<file path="src/rtl/ofmap_deskew_collector_pkg.sv">
// Shared configuration for the ofmap output stage.
// Array geometry, FIFO sizing and the collector FSM state encoding.
package ofmap_deskew_collector_pkg;

  localparam int P_BITWIDTH     = 24;
  localparam int SUPER_SYS_COLS = 4;
  localparam int OFC_FIFO_DEPTH = 16;

  typedef enum logic [1:0] {
    IDLE = 2'd0,
    RUN  = 2'd1,
    DONE = 2'd2
  } ofc_state_e;

endpackage

</file>
<file path="src/rtl/ofmap_deskew_collector_fifo.sv">
// First-word fall-through synchronous FIFO, power-of-two depth.
// Reusable by the input-feed path; dout reads zero while empty.
module sync_fifo_fwft #(
  parameter int WIDTH = 8,
  parameter int DEPTH = 16
) (
  input  logic                     clk,
  input  logic                     rst,
  input  logic                     push,
  input  logic                     pop,
  input  logic [WIDTH-1:0]         din,
  output logic [WIDTH-1:0]         dout,
  output logic [$clog2(DEPTH):0]   count,
  output logic                     full,
  output logic                     empty
);

  localparam int AW = $clog2(DEPTH);
  localparam int CW = AW + 1;

  logic [WIDTH-1:0] mem_q [DEPTH];
  logic [AW-1:0]    wptr_q, wptr_d;
  logic [AW-1:0]    rptr_q, rptr_d;
  logic [CW-1:0]    count_q, count_d;
  logic             do_push, do_pop;

  assign empty   = (count_q == '0);
  assign full    = (count_q == CW'(DEPTH));
  assign do_pop  = pop & ~empty;
  // A pop frees the slot, so a full FIFO still takes the push.
  assign do_push = push & (~full | do_pop);

  always_comb begin
    wptr_d  = wptr_q;
    rptr_d  = rptr_q;
    count_d = count_q;
    if (do_push) wptr_d = wptr_q + AW'(1);
    if (do_pop)  rptr_d = rptr_q + AW'(1);
    case ({do_push, do_pop})
      2'b10:   count_d = count_q + CW'(1);
      2'b01:   count_d = count_q - CW'(1);
      default: count_d = count_q;
    endcase
  end

  always_ff @(posedge clk) begin
    if (rst) begin
      wptr_q  <= '0;
      rptr_q  <= '0;
      count_q <= '0;
    end else begin
      wptr_q  <= wptr_d;
      rptr_q  <= rptr_d;
      count_q <= count_d;
    end
  end

  always_ff @(posedge clk) begin
    if (do_push) mem_q[wptr_q] <= din;
  end

  assign dout  = empty ? '0 : mem_q[rptr_q];
  assign count = count_q;

endmodule

</file>
<file path="src/rtl/ofmap_deskew_collector.sv">
// Deskews the systolic array's diagonal outputs into whole rows,
// queues them for writeback and tracks per-tile row completion.
module ofmap_deskew_collector
  import ofmap_deskew_collector_pkg::*;
#(
  parameter int COLS  = SUPER_SYS_COLS,
  parameter int PW    = P_BITWIDTH,
  parameter int DEPTH = OFC_FIFO_DEPTH,
  parameter int CNT_W = 16
) (
  input  logic               clk,
  input  logic               rst,
  input  logic               start,
  input  logic [CNT_W-1:0]   rows_total,
  input  logic               in_valid,
  input  logic [COLS*PW-1:0] in_data,
  output logic               out_valid,
  input  logic               out_ready,
  output logic [COLS*PW-1:0] out_data,
  output logic               stall,
  output logic               overflow,
  output logic               busy,
  output logic               done
);

  localparam int W  = COLS * PW;
  localparam int CW = $clog2(DEPTH) + 1;

  logic [W-1:0]  aligned_data;
  logic          aligned_valid;
  logic [CW-1:0] fifo_count;
  logic          fifo_full, fifo_empty;
  logic          pop, push, push_ok, drop;

  // Column c lags column 0 by c cycles, so it needs COLS-1-c stages.
  for (genvar c = 0; c < COLS; c++) begin : g_col
    localparam int D = COLS - 1 - c;
    if (D == 0) begin : g_thru
      assign aligned_data[c*PW +: PW] = in_data[c*PW +: PW];
    end else begin : g_dly
      logic [PW-1:0] pipe_q [D];
      always_ff @(posedge clk) begin
        if (rst) begin
          for (int i = 0; i < D; i++) pipe_q[i] <= '0;
        end else begin
          pipe_q[0] <= in_data[c*PW +: PW];
          for (int i = 1; i < D; i++) pipe_q[i] <= pipe_q[i-1];
        end
      end
      assign aligned_data[c*PW +: PW] = pipe_q[D-1];
    end
  end

  if (COLS == 1) begin : g_v_thru
    assign aligned_valid = in_valid;
  end else begin : g_v_dly
    logic [COLS-2:0] vpipe_q;
    always_ff @(posedge clk) begin
      if (rst) begin
        vpipe_q <= '0;
      end else begin
        vpipe_q[0] <= in_valid;
        for (int i = 1; i < COLS - 1; i++) vpipe_q[i] <= vpipe_q[i-1];
      end
    end
    assign aligned_valid = vpipe_q[COLS-2];
  end

  assign pop     = ~fifo_empty & out_ready;
  assign push_ok = ~fifo_full | pop;
  assign push    = aligned_valid & push_ok;
  assign drop    = aligned_valid & ~push_ok;

  sync_fifo_fwft #(
    .WIDTH (W),
    .DEPTH (DEPTH)
  ) u_fifo (
    .clk   (clk),
    .rst   (rst),
    .push  (push),
    .pop   (pop),
    .din   (aligned_data),
    .dout  (out_data),
    .count (fifo_count),
    .full  (fifo_full),
    .empty (fifo_empty)
  );

  assign out_valid = ~fifo_empty;
  // Headroom for the rows already travelling through the deskew pipes.
  assign stall     = (fifo_count >= CW'(DEPTH - COLS));

  ofc_state_e       state_q, state_d;
  logic [CNT_W-1:0] remaining_q, remaining_d;
  logic             overflow_q, overflow_d;
  logic             zdone_q, zdone_d;

  always_ff @(posedge clk) begin
    if (rst) state_q <= IDLE;
    else     state_q <= state_d;
  end

  always_ff @(posedge clk) begin
    if (rst) begin
      remaining_q <= '0;
      overflow_q  <= 1'b0;
      zdone_q     <= 1'b0;
    end else begin
      remaining_q <= remaining_d;
      overflow_q  <= overflow_d;
      zdone_q     <= zdone_d;
    end
  end

  always_comb begin
    state_d     = state_q;
    remaining_d = remaining_q;
    overflow_d  = overflow_q;
    zdone_d     = 1'b0;
    unique case (state_q)
      IDLE: begin
        if (start) begin
          overflow_d = 1'b0;
          if (rows_total == '0) begin
            zdone_d = 1'b1;
          end else begin
            remaining_d = rows_total;
            state_d     = RUN;
          end
        end
      end
      RUN: begin
        if (pop) begin
          remaining_d = remaining_q - CNT_W'(1);
          if (remaining_q == CNT_W'(1)) state_d = DONE;
        end
      end
      DONE:    state_d = IDLE;
      default: state_d = IDLE;
    endcase
    if (drop) overflow_d = 1'b1;
  end

  always_comb begin
    busy     = (state_q == RUN);
    done     = (state_q == DONE) | zdone_q;
    overflow = overflow_q;
  end

endmodule

</file>
<file path="config.mk">
export PLATFORM = sky130hd
export DESIGN_NAME = ofmap_deskew_collector
export DESIGN_NICKNAME = d
export VERILOG_FILES = /design/src/rtl/ofmap_deskew_collector_pkg.sv /design/src/rtl/ofmap_deskew_collector_fifo.sv /design/src/rtl/ofmap_deskew_collector.sv
export SDC_FILE = /design/constraint.sdc
export NUM_CORES = 1
export LEC_CHECK = 0
export CAP_MARGIN = 20
export CORE_UTILIZATION = 55
export DETAILED_ROUTE_END_ITERATION = 10
export HOLD_SLACK_MARGIN = 0.03
export PLACE_DENSITY = 0.72
export SYNTH_ARGS = -nofsm -noshare
export SYNTH_HDL_FRONTEND = slang
export SYNTH_HIERARCHICAL = 1
export SYNTH_SLANG_ARGS = --single-unit
</file>
<file path="constraint.sdc">
create_clock -name clk -period 12.4 [get_ports clk]
set_input_delay 2.48 -clock clk [delete_from_list [all_inputs] [get_ports clk]]
set_output_delay 2.48 -clock clk [all_outputs]
set_load 0.05 [all_outputs]
</file>
==> impl_results.md <==
* Cell count after synthesis at a little over 3,000
* Routed Antenna Nets at 0
* Metal3 WL at 10.9 mm
* Setup bufs post-CTS at 0
* DRC viols at 0
* Yosys reg bits at 1,720
* Post-synthesis sequential area ratio at 76.7%
* Clock latency on the worst-skew pair at 0.78 ns
* Iter 0 DRT Violations at approximately 3,200
* Share of async-settable or async-resettable flops after synthesis at 0%
* Top FF cell, synth: edfxtp_1
* Fin crit share at 61.6%
* First-pass GRT wire length at 210 mm
* Leak at between 20 and 25 nW
* Commonest non-fill, non-tap cell in the layout: edfxtp_1
* Final Skew at between 0.02 and 0.025 ns
* CTS hold repair buffers at 0
* Met1 WL at 56.5 mm
* Hold Slack at 0.430 ns
* Largest family of logic cells by synthesized area: multiplexers
* Critical Path Source Type: register
* CP endpoint kind: output pin
* Synth Cell Area at 0.0649 mm²
* Final RePlAce weighted congestion at 0.780
* CP Max Fanout at 138
* Dpl hpwl at 69.9 mm
* Cell Rows at 125
* Final Hold Vio Count at 0
* Slew at the pin closest to its max-slew limit at 1.22 ns
* Die H at between 300 and 400 µm
* DR pass1 iterations at 5
* Clk buf depth at 3
* Fin crit period at 7.63 ns
* Post-Layout Cell Count at 4,980
* Core ar. at 0.117 mm²
* GRT Total Usage at 24.0%
* Most frequent CP cell: a211oi_1
* CP Class: reg -> out
* Port bufs at 217
* Ratio of cells with drive above 1 in the final layout at 20.8%
* Compound-cell area share of the yosys netlist at 3.03%
* Mux contribution to synthesized area at 14.9%
* CP arrival at just over 5 ns
* H-tree depth at 4
* Commonest non-fill, non-tap cells in the layout: 1,536 x edfxtp_1, 384 x mux4_2, 247 x nor2b_1
* Clock tree from TritonCTS: built
* Post-cts sizing count at 0
* Highest metal used: met5
* Via count at 30,900
* Clock slew seen by the registers of the worst setup and hold paths at 0.06 ns
* Post-synth EDFFs at ~1,500
* Outcome: finished clean
* WP data required at 9.92 ns
* Max frequency at 131 MHz
* Yosys Warn Count at 6
* Vias in the first global route at 32,600
* Worst relative slew slack at 18.1%
* Die width at approximately 350 µm
* Total wire length at roughly 140 mm
* Antenna violations before repair at 7
* N_diodes at 0
* Final setup vio count at 0
* Worst vdd ir at 140 µV
* Hold Crit Class: reg -> reg
* Avg Cell Area, Syn at 21.2 µm²
* Post-Synth Simple-Gate Area at 3.36%
* Via density at 6.21
* RSZ-0062 raised after global routing: no
* Nets at roughly 3,400
* Die area at 0.119 mm²
* Adder-cell share of the synthesized area at 0.224%
* CP cell instances: buf_12, buf_4, mux4_2, nor2b_1, a211oi_1, a211oi_1, clkdlybuf4s50_1
* PD cells at roughly 170 mW/mm²
* Worst path slowest cell: clkdlybuf4s50_1
* Met2 Wirelength at about 70 mm
* Largest net degree at the start of global routing at 144
* XOR/XNOR share of the synthesized area at 0.121%
* IO Count at 218
* CTS Buf Count at 169
* WL/cell at 28.2 µm
* Number of max-cap violations at 0
* Slowest cell delay on critical path at 0.91 ns
* Starting density of the core at 55.7%
* GRT overflow at 0
* Post-Syn Nets at 3,185
* Clock Sinks at 1,720
* Slew Limit Fails at 0
* Placed Cells at 4,665
* Area growth syn-to-layout at 14.2%
* Post-synth cell types at 65
* Clock root buffer: clkbuf_16
## worst max-delay path: cells and delay by family (launching register included)
family          cells  cell delay, ns
compound gates      2            0.57
mux                 1            0.33
buf+inv             3            2.40
flops               1            0.82
simple gates        1            0.14
## worst paths after layout
kind / start / end / slack (ns) / cells after the start
worst min register to register: g_col[1].g_dly.pipe_q[0][7] / g_col[1].g_dly.pipe_q[0][31] / 0.43 / 1
worst min-delay path: g_col[1].g_dly.pipe_q[0][7] / g_col[1].g_dly.pipe_q[0][31] / 0.43 / 1
worst max register to register: u_fifo/count[1] / u_fifo/mem_q[13][68] / 7.55 / 10
worst max-delay path: register / out_data[66] / 4.77 / 7
## cell usage after synthesis, types with 7 or more instances
library cell | instances | area share (%)
edfxtp_1 | 1536 | 71
nand3_1 | 12 | 0.093
mux4_2 | 384 | 13
inv_1 | 17 | 0.098
nand2_1 | 20 | 0.12
buf_2 | 42 | 0.32
ha_1 | 10 | 0.19
nor2b_1 | 247 | 2.4
mux2i_1 | 99 | 1.5
nor3_1 | 12 | 0.093
a211oi_1 | 195 | 2.3
clkbuf_1 | 78 | 0.45
dfxtp_1 | 184 | 5.7
buf_4 | 49 | 0.57
a21oi_1 | 17 | 0.13
nor2_1 | 28 | 0.16
nor4_1 | 11 | 0.11
o21a_1 | 7 | 0.081
o21ai_0 | 15 | 0.12
## kinds of logic (layout without fill, tap and decap cells)
family	count (synthesis)	after routing
XOR/XNOR	9	9
flip-flops	1720	1720
adder cells (fa/ha/maj)	11	11
multiplexers	486	486
buffers and inverters	200	599
AO/OA/AOI/OAI	265	265
AND/OR/NAND/NOR	366	366
## flip-flops by register name, summed over array words and instances, names as in the netlist, named ones only
register and flops:
u_fifo/count 5, overflow 1, u_fifo/mem_q 1536, g_col.g_dly.pipe_q 144
g_v_dly.vpipe_q 3, zdone_q 1, u_fifo/wptr_q 4, state_q 2
remaining_q 16, u_fifo/rptr_q 4
## per-layer routing
metal | global-route usage (%) | vias up
li1 | - | 13100
met1 | 33.3 | 16400
met2 | 39.3 | 1250
met3 | 4.50 | 190
met4 | 6.61 | 10
met5 | 0.800 | -
## metrics by stage
step | setup slack (ns) | total power (W) | utilization (%) | setup TNS [ns] | cell area, µm²
6_report | 4.77 | 0.0124 | 63.6 | 0 | 74100
5_1_grt | 4.53 | 0.0127 | 63.6 | 0 | 74100
4_1_cts | 4.69 | 0.0125 | 63.6 | 0 | 74100
3_5_place_dp | 5.52 | 0.00745 | 58.8 | 0 | 68500
3_3_place_gp | 5.53 | 0.00743 | 58.8 | 0 | 68500
2_1_floorplan | -0.644 | 0.00709 | - | -247.40 | 64900
## power by group
part           leakage, nW  switching, W  total [W]  internal, W
registers             15.5     0.0000594    0.00639      0.00633
clock network         2.72       0.00212    0.00505      0.00293
logic                 4.53      0.000624   0.000938     0.000314
total                 22.7       0.00281     0.0124      0.00957
## final cells by class
class	count	area (µm²)
Sequential cell	1720	49800
Clock inverter	90	926
Clock buffer	224	4620
Fill cell	7560	42400
Tap cell	1524	1910
Inverter	20	75.1
Timing Repair Buffer	265	2640
Multi-Input combinational cell	1137	14100
No activity file was read; power rests on OpenSTA's default activity.
